File: src/rtl/fetch_stage.sv
//------------------------------------------------------------------------------
// Module      : fetch_stage
// Description : TSC CPU instruction fetch: PC, I-memory handshake, IF/ID register.
// Revision    : 1.0 - initial release
//------------------------------------------------------------------------------
`default_nettype none

module fetch_stage #(
    parameter int                   WORD_SIZE = 16,
    parameter logic [WORD_SIZE-1:0] RESET_PC  = 16'h0000,
    parameter logic [WORD_SIZE-1:0] NOP_INSTR = 16'hF03F
) (
    input  logic                 clk,
    input  logic                 reset,
    input  logic                 pc_write,
    input  logic                 ir_write,
    input  logic                 stall_IFID,
    input  logic                 flush_IFID,
    input  logic                 redirect_valid,
    input  logic [WORD_SIZE-1:0] redirect_pc,
    output logic                 i_readM,
    output logic [WORD_SIZE-1:0] i_address,
    input  logic [WORD_SIZE-1:0] i_data,
    input  logic                 i_ready,
    output logic [WORD_SIZE-1:0] pc_IFID,
    output logic [WORD_SIZE-1:0] pc_plus1_IFID,
    output logic [WORD_SIZE-1:0] instr_IFID,
    output logic                 valid_IFID,
    output logic                 fetch_busy
);

    localparam logic [WORD_SIZE-1:0] c_one = WORD_SIZE'(1);

    typedef enum logic [0:0] {
        S_FETCH = 1'b0,
        S_HOLD  = 1'b1
    } state_t;

    state_t               r_state;
    logic [WORD_SIZE-1:0] r_pc;
    logic [WORD_SIZE-1:0] r_hold_buf;
    logic [WORD_SIZE-1:0] r_hold_pc;

    logic                 w_advance;
    logic [WORD_SIZE-1:0] w_pc_plus1;
    logic [WORD_SIZE-1:0] w_hold_plus1;

    assign w_advance    = ir_write & ~stall_IFID & ~flush_IFID;
    assign w_pc_plus1   = r_pc + c_one;
    assign w_hold_plus1 = r_hold_pc + c_one;

    // Request is level-held while in FETCH; reset masks it even if state is stale.
    assign i_readM    = ~reset & (r_state == S_FETCH);
    assign i_address  = r_pc;
    assign fetch_busy = i_readM & ~i_ready;

    always_ff @(posedge clk) begin
        if (reset) begin
            r_state       <= S_FETCH;
            r_pc          <= RESET_PC;
            r_hold_buf    <= '0;
            r_hold_pc     <= '0;
            pc_IFID       <= '0;
            pc_plus1_IFID <= '0;
            instr_IFID    <= NOP_INSTR;
            valid_IFID    <= 1'b0;
        end else if (redirect_valid) begin
            // Any word returned this cycle belongs to the wrong path and is dropped.
            r_state    <= S_FETCH;
            r_pc       <= redirect_pc;
            instr_IFID <= NOP_INSTR;
            valid_IFID <= 1'b0;
        end else if (flush_IFID) begin
            r_state    <= S_FETCH;
            instr_IFID <= NOP_INSTR;
            valid_IFID <= 1'b0;
        end else if (r_state == S_HOLD) begin
            if (w_advance) begin
                pc_IFID       <= r_hold_pc;
                pc_plus1_IFID <= w_hold_plus1;
                instr_IFID    <= r_hold_buf;
                valid_IFID    <= 1'b1;
                r_state       <= S_FETCH;
                if (pc_write) begin
                    r_pc <= w_hold_plus1;
                end
            end
        end else begin
            if (i_ready && w_advance) begin
                pc_IFID       <= r_pc;
                pc_plus1_IFID <= w_pc_plus1;
                instr_IFID    <= i_data;
                valid_IFID    <= 1'b1;
                if (pc_write) begin
                    r_pc <= w_pc_plus1;
                end
            end else if (i_ready) begin
                // IF/ID not accepting: park the word so memory need not re-serve it.
                r_hold_buf <= i_data;
                r_hold_pc  <= r_pc;
                r_state    <= S_HOLD;
            end else if (w_advance) begin
                instr_IFID <= NOP_INSTR;
                valid_IFID <= 1'b0;
            end
        end
    end

endmodule

`default_nettype wire

File: config.mk
export PLATFORM = sky130hd
export DESIGN_NAME = fetch_stage
export DESIGN_NICKNAME = d
export VERILOG_FILES = /design/src/rtl/fetch_stage.sv
export SDC_FILE = /design/constraint.sdc
export NUM_CORES = 1
export LEC_CHECK = 0
export ABC_AREA = 1
export BUFFER_PORTS_ARGS = -buffer_cell sky130_fd_sc_hd__buf_2
export CAP_MARGIN = 20
export CORE_ASPECT_RATIO = 0.6
export CORE_UTILIZATION = 30
export DETAILED_ROUTE_END_ITERATION = 16
export PLACE_DENSITY = 0.53
export RECOVER_POWER = 25
export SKIP_CTS_REPAIR_TIMING = 1
export SLEW_MARGIN = 20
export SYNTH_ARGS = -nofsm -noshare
export SYNTH_HDL_FRONTEND = slang
export SYNTH_SLANG_ARGS = --single-unit
File: constraint.sdc
create_clock -name clk -period 2.6 [get_ports clk]
set_input_delay 0.39 -clock clk [delete_from_list [all_inputs] [get_ports clk]]
set_output_delay 0.39 -clock clk [all_outputs]
set_load 0.02 [all_outputs]
==> out/qor.yml <==
status:
  status: "complete, no violations"
logic_synthesis:
  muxShareOfSynthArea_pct: 0
  ys_ff_latch: 98
  synth_fa_ha_area_share_pct: 0.269
  yosys.area.top_type: "dfxtp_1"
  synth_warnings: 0
  synth_area_leaders: "dfxtp_1, nand2_1, o21ai_0"
  synth-compound-area-share_pct: 20.9
  synth_cell_type_count: 36
  synth_area_sq_um: 4650
  yosysSeqAreaShare_pct: 42.2
  synth_area_per_cell_sq_um: 7.13
  syn_inst: 652
  synthSimpleGateAreaFrac_pct: 25.3
  synth_top_family_by_area: "simple AND/OR/NAND/NOR gates"
  synth_xor_area_share_pct: 0.942
  syn-num-nets: 693
  synth_top_area_share_pct: 42.2
routing:
  ant_nets: 0
  m1WireLength_microns: 7330
  drc: 0
  vias: 4466
  post_drt_via_cell_ratio: 4.73
  drt_wl_total_microns: 13900
  dr.pass1.iters: 4
  met3_length_microns: 733
  top_layer_used: "met4"
  drtIter0Drc: 232
  wl_met2_microns: 5700
  wl_per_cell_microns: 14.7
clock_tree:
  cts_max_level: 3
  clock-sinks: 98
  root_buffer: "clkbuf_16"
  clkTransAtPathRegs_ns: 0.07
  cts_buffers: 9
  clock_latency_ns: 0.34
  clock_path_buffers: 2
  cts_tree: "done"
floorplan:
  die_x_microns: 163
  core.rowCount: 34
  start_util_pct: 31.4
  core_sq_um: 14800
  die_area_sq_um: 16000
  pin_count: 107
  chipHeight_microns: 98.4
place:
  place.gp.congestion: 0.845
  port_buffers: 106
  placed_area_sq_um: 5300
  place_hpwl_microns: 10200
pwr:
  p_leak_nw: 2.29
  vdd_ir_drop_max_uv: 296
  power_density_nw_per_um2: 594
timing:
  min_period_ns: 2.12
  setup_viol: 0
  slew_viol_final: 0
  tns_ns: 0
  skew_ns: 0.00930
  rsz0062_at_grt: "no"
  slew_headroom_pct: 64.4
  finalHoldViolCount: 0
  fmax_mhz: 471
  fin_crit_sh_pct: 81.6
  tightest_slew_ns: 0.531
worst_setup_path:
  critical_path_class: "flop to flop"
  worstPathMaxFanout: 33
  crit_buf_inv: 1
  startpoint_type: "flop"
  slowest_delay_ns: 0.51
  required_ns: 2.87
  critPathArrivalTime_ns: 2.39
  critPathTopFamily: "simple AND/OR/NAND/NOR gates"
  crit_path_cell_trace: "buf_4 > o2111ai_2 > nor2_4 > nand3_1 > a21oi_1"
  crit_slowest_cell: "dfxtp_2"
  cp-end-kind: "flop"
cells_and_area:
  area_growth_pct: 19.2
  diodes: 0
  nets: 783
  design_area_sq_um: 5540
  layout-drive-gt1-share_pct: 16.5
global_route:
  grt_start_max_net_pins: 46
  grt_pass1_vias: 4307
  antenna_found_initial: 0
  gr-usage-all-layers_pct: 18.0
  overflow: 0
  grt_pass1_wl_microns: 22400
hold_path:
  hold_path.class: "primary input to flop"
run:
  max_cap_violations: 0
==> report_power, final <==
| part | switching [mW] | leakage (nW) | internal (mW) |
|---|---|---|---|
| combinational | 0.263 | 1.36 | 0.124 |
| clock | 0.570 | 0.132 | 0.744 |
| sequential | 0.0359 | 0.798 | 1.55 |
| total | 0.869 | 2.29 | 2.42 |
==> cells by family (layout without fill, tap and decap cells) <==
logic type / count (synthesis) / after routing
adders and majority gates: 1 / 1
AOI/OAI and AO/OA: 171 / 171
DFF: 98 / 98
and+or+nand+nor: 268 / 268
xor gates and xnor gates: 5 / 5
buffers and inverters: 109 / 203
==> worst min-delay path, delay by kind of cell <==
family | cells | cell delay [ns]
AOI/OAI and AO/OA | 1 | 0.07
buffers and inverters | 1 | 0.10
and+or+nand+nor | 1 | 0.05
==> placed cells by master, fill, tap and decap left out, types with 7 or more instances in the layout <==
master,count
nand2_1,181
dfxtp_1,97
inv_1,67
buf_2,65
o21ai_0,59
a21oi_1,54
clkbuf_1,43
nand3_1,35
nor2_1,23
o21ai_1,11
a31oi_1,11
buf_4,11
clkbuf_16,9
nand2_2,8
o21a_1,8
a211oi_1,8
a21boi_1,7
==> routing by layer <==
| metal | vias up | GRT usage (%) |
|---|---|---|
| met5 | - | 0 |
| met4 | 0 | 4.82 |
| met3 | 8 | 3.96 |
| met2 | 98 | 26.1 |
| met1 | 2059 | 26.6 |
| li1 | 2301 | - |
==> worst paths after layout <==
check,start,to,slack [ns],cells after the start
worst min register to register,r_hold_pc[2]$_SDFFE_PP0P_,r_hold_pc[2]$_SDFFE_PP0P_,0.45,2
worst max-delay path,r_state$_SDFF_PP0_,i_address[7]$_SDFFE_PP0P_,0.48,5
worst min-delay path,redirect_pc[2],i_address[2]$_SDFFE_PP0P_,0.32,3
worst max register to register,r_state$_SDFF_PP0_,i_address[7]$_SDFFE_PP0P_,0.48,5
==> cell usage after synthesis (all sizes together) <==
master / instances
clkinv: 1
o21ai: 74
clkbuf: 18
dfxtp: 98
nor2: 33
a21oi: 55
xor2: 5
a21boi: 11
a31oi: 11
o21a: 8
a211oi: 8
o211ai: 3
inv: 70
buf: 20
nand3: 38
nor3: 4
nand2: 190
ha: 1
o2111ai: 1
nand4: 3
==> metrics by stage <==
step	instances	utilization (%)	hold WS (ns)	power (mW)	worst slack, ns
after floorplan	652	-	0.424	1.87	0.795
after global placement	929	35.8	0.433	2.00	0.530
after detailed placement	929	35.8	0.437	2.01	0.514
after CTS	944	37.8	0.308	3.33	0.484
after global routing	944	37.4	0.329	3.44	0.313
final	944	37.4	0.321	3.29	0.478
==> flip-flops by register name, indices dropped and copies added, names as in the netlist <==
| signal | flops |
|---|---|
| r_hold_buf | 16 |
| i_address | 16 |
| r_hold_pc | 16 |
| valid_IFID | 1 |
| pc_IFID | 16 |
| instr_IFID | 16 |
| pc_plus1_IFID | 16 |
| r_state | 1 |
==> cell type report <==
cell class              instances  area, sq um
clock buffers                  11          233
well taps                     198          248
fillers                      1599         9270
clock inverters                 4         53.8
multi-input cells             445         2210
repair buffers                117          562
inverters                      71          274
flip-flops and latches         98         1960
No activity file was read; power rests on OpenSTA's default activity.
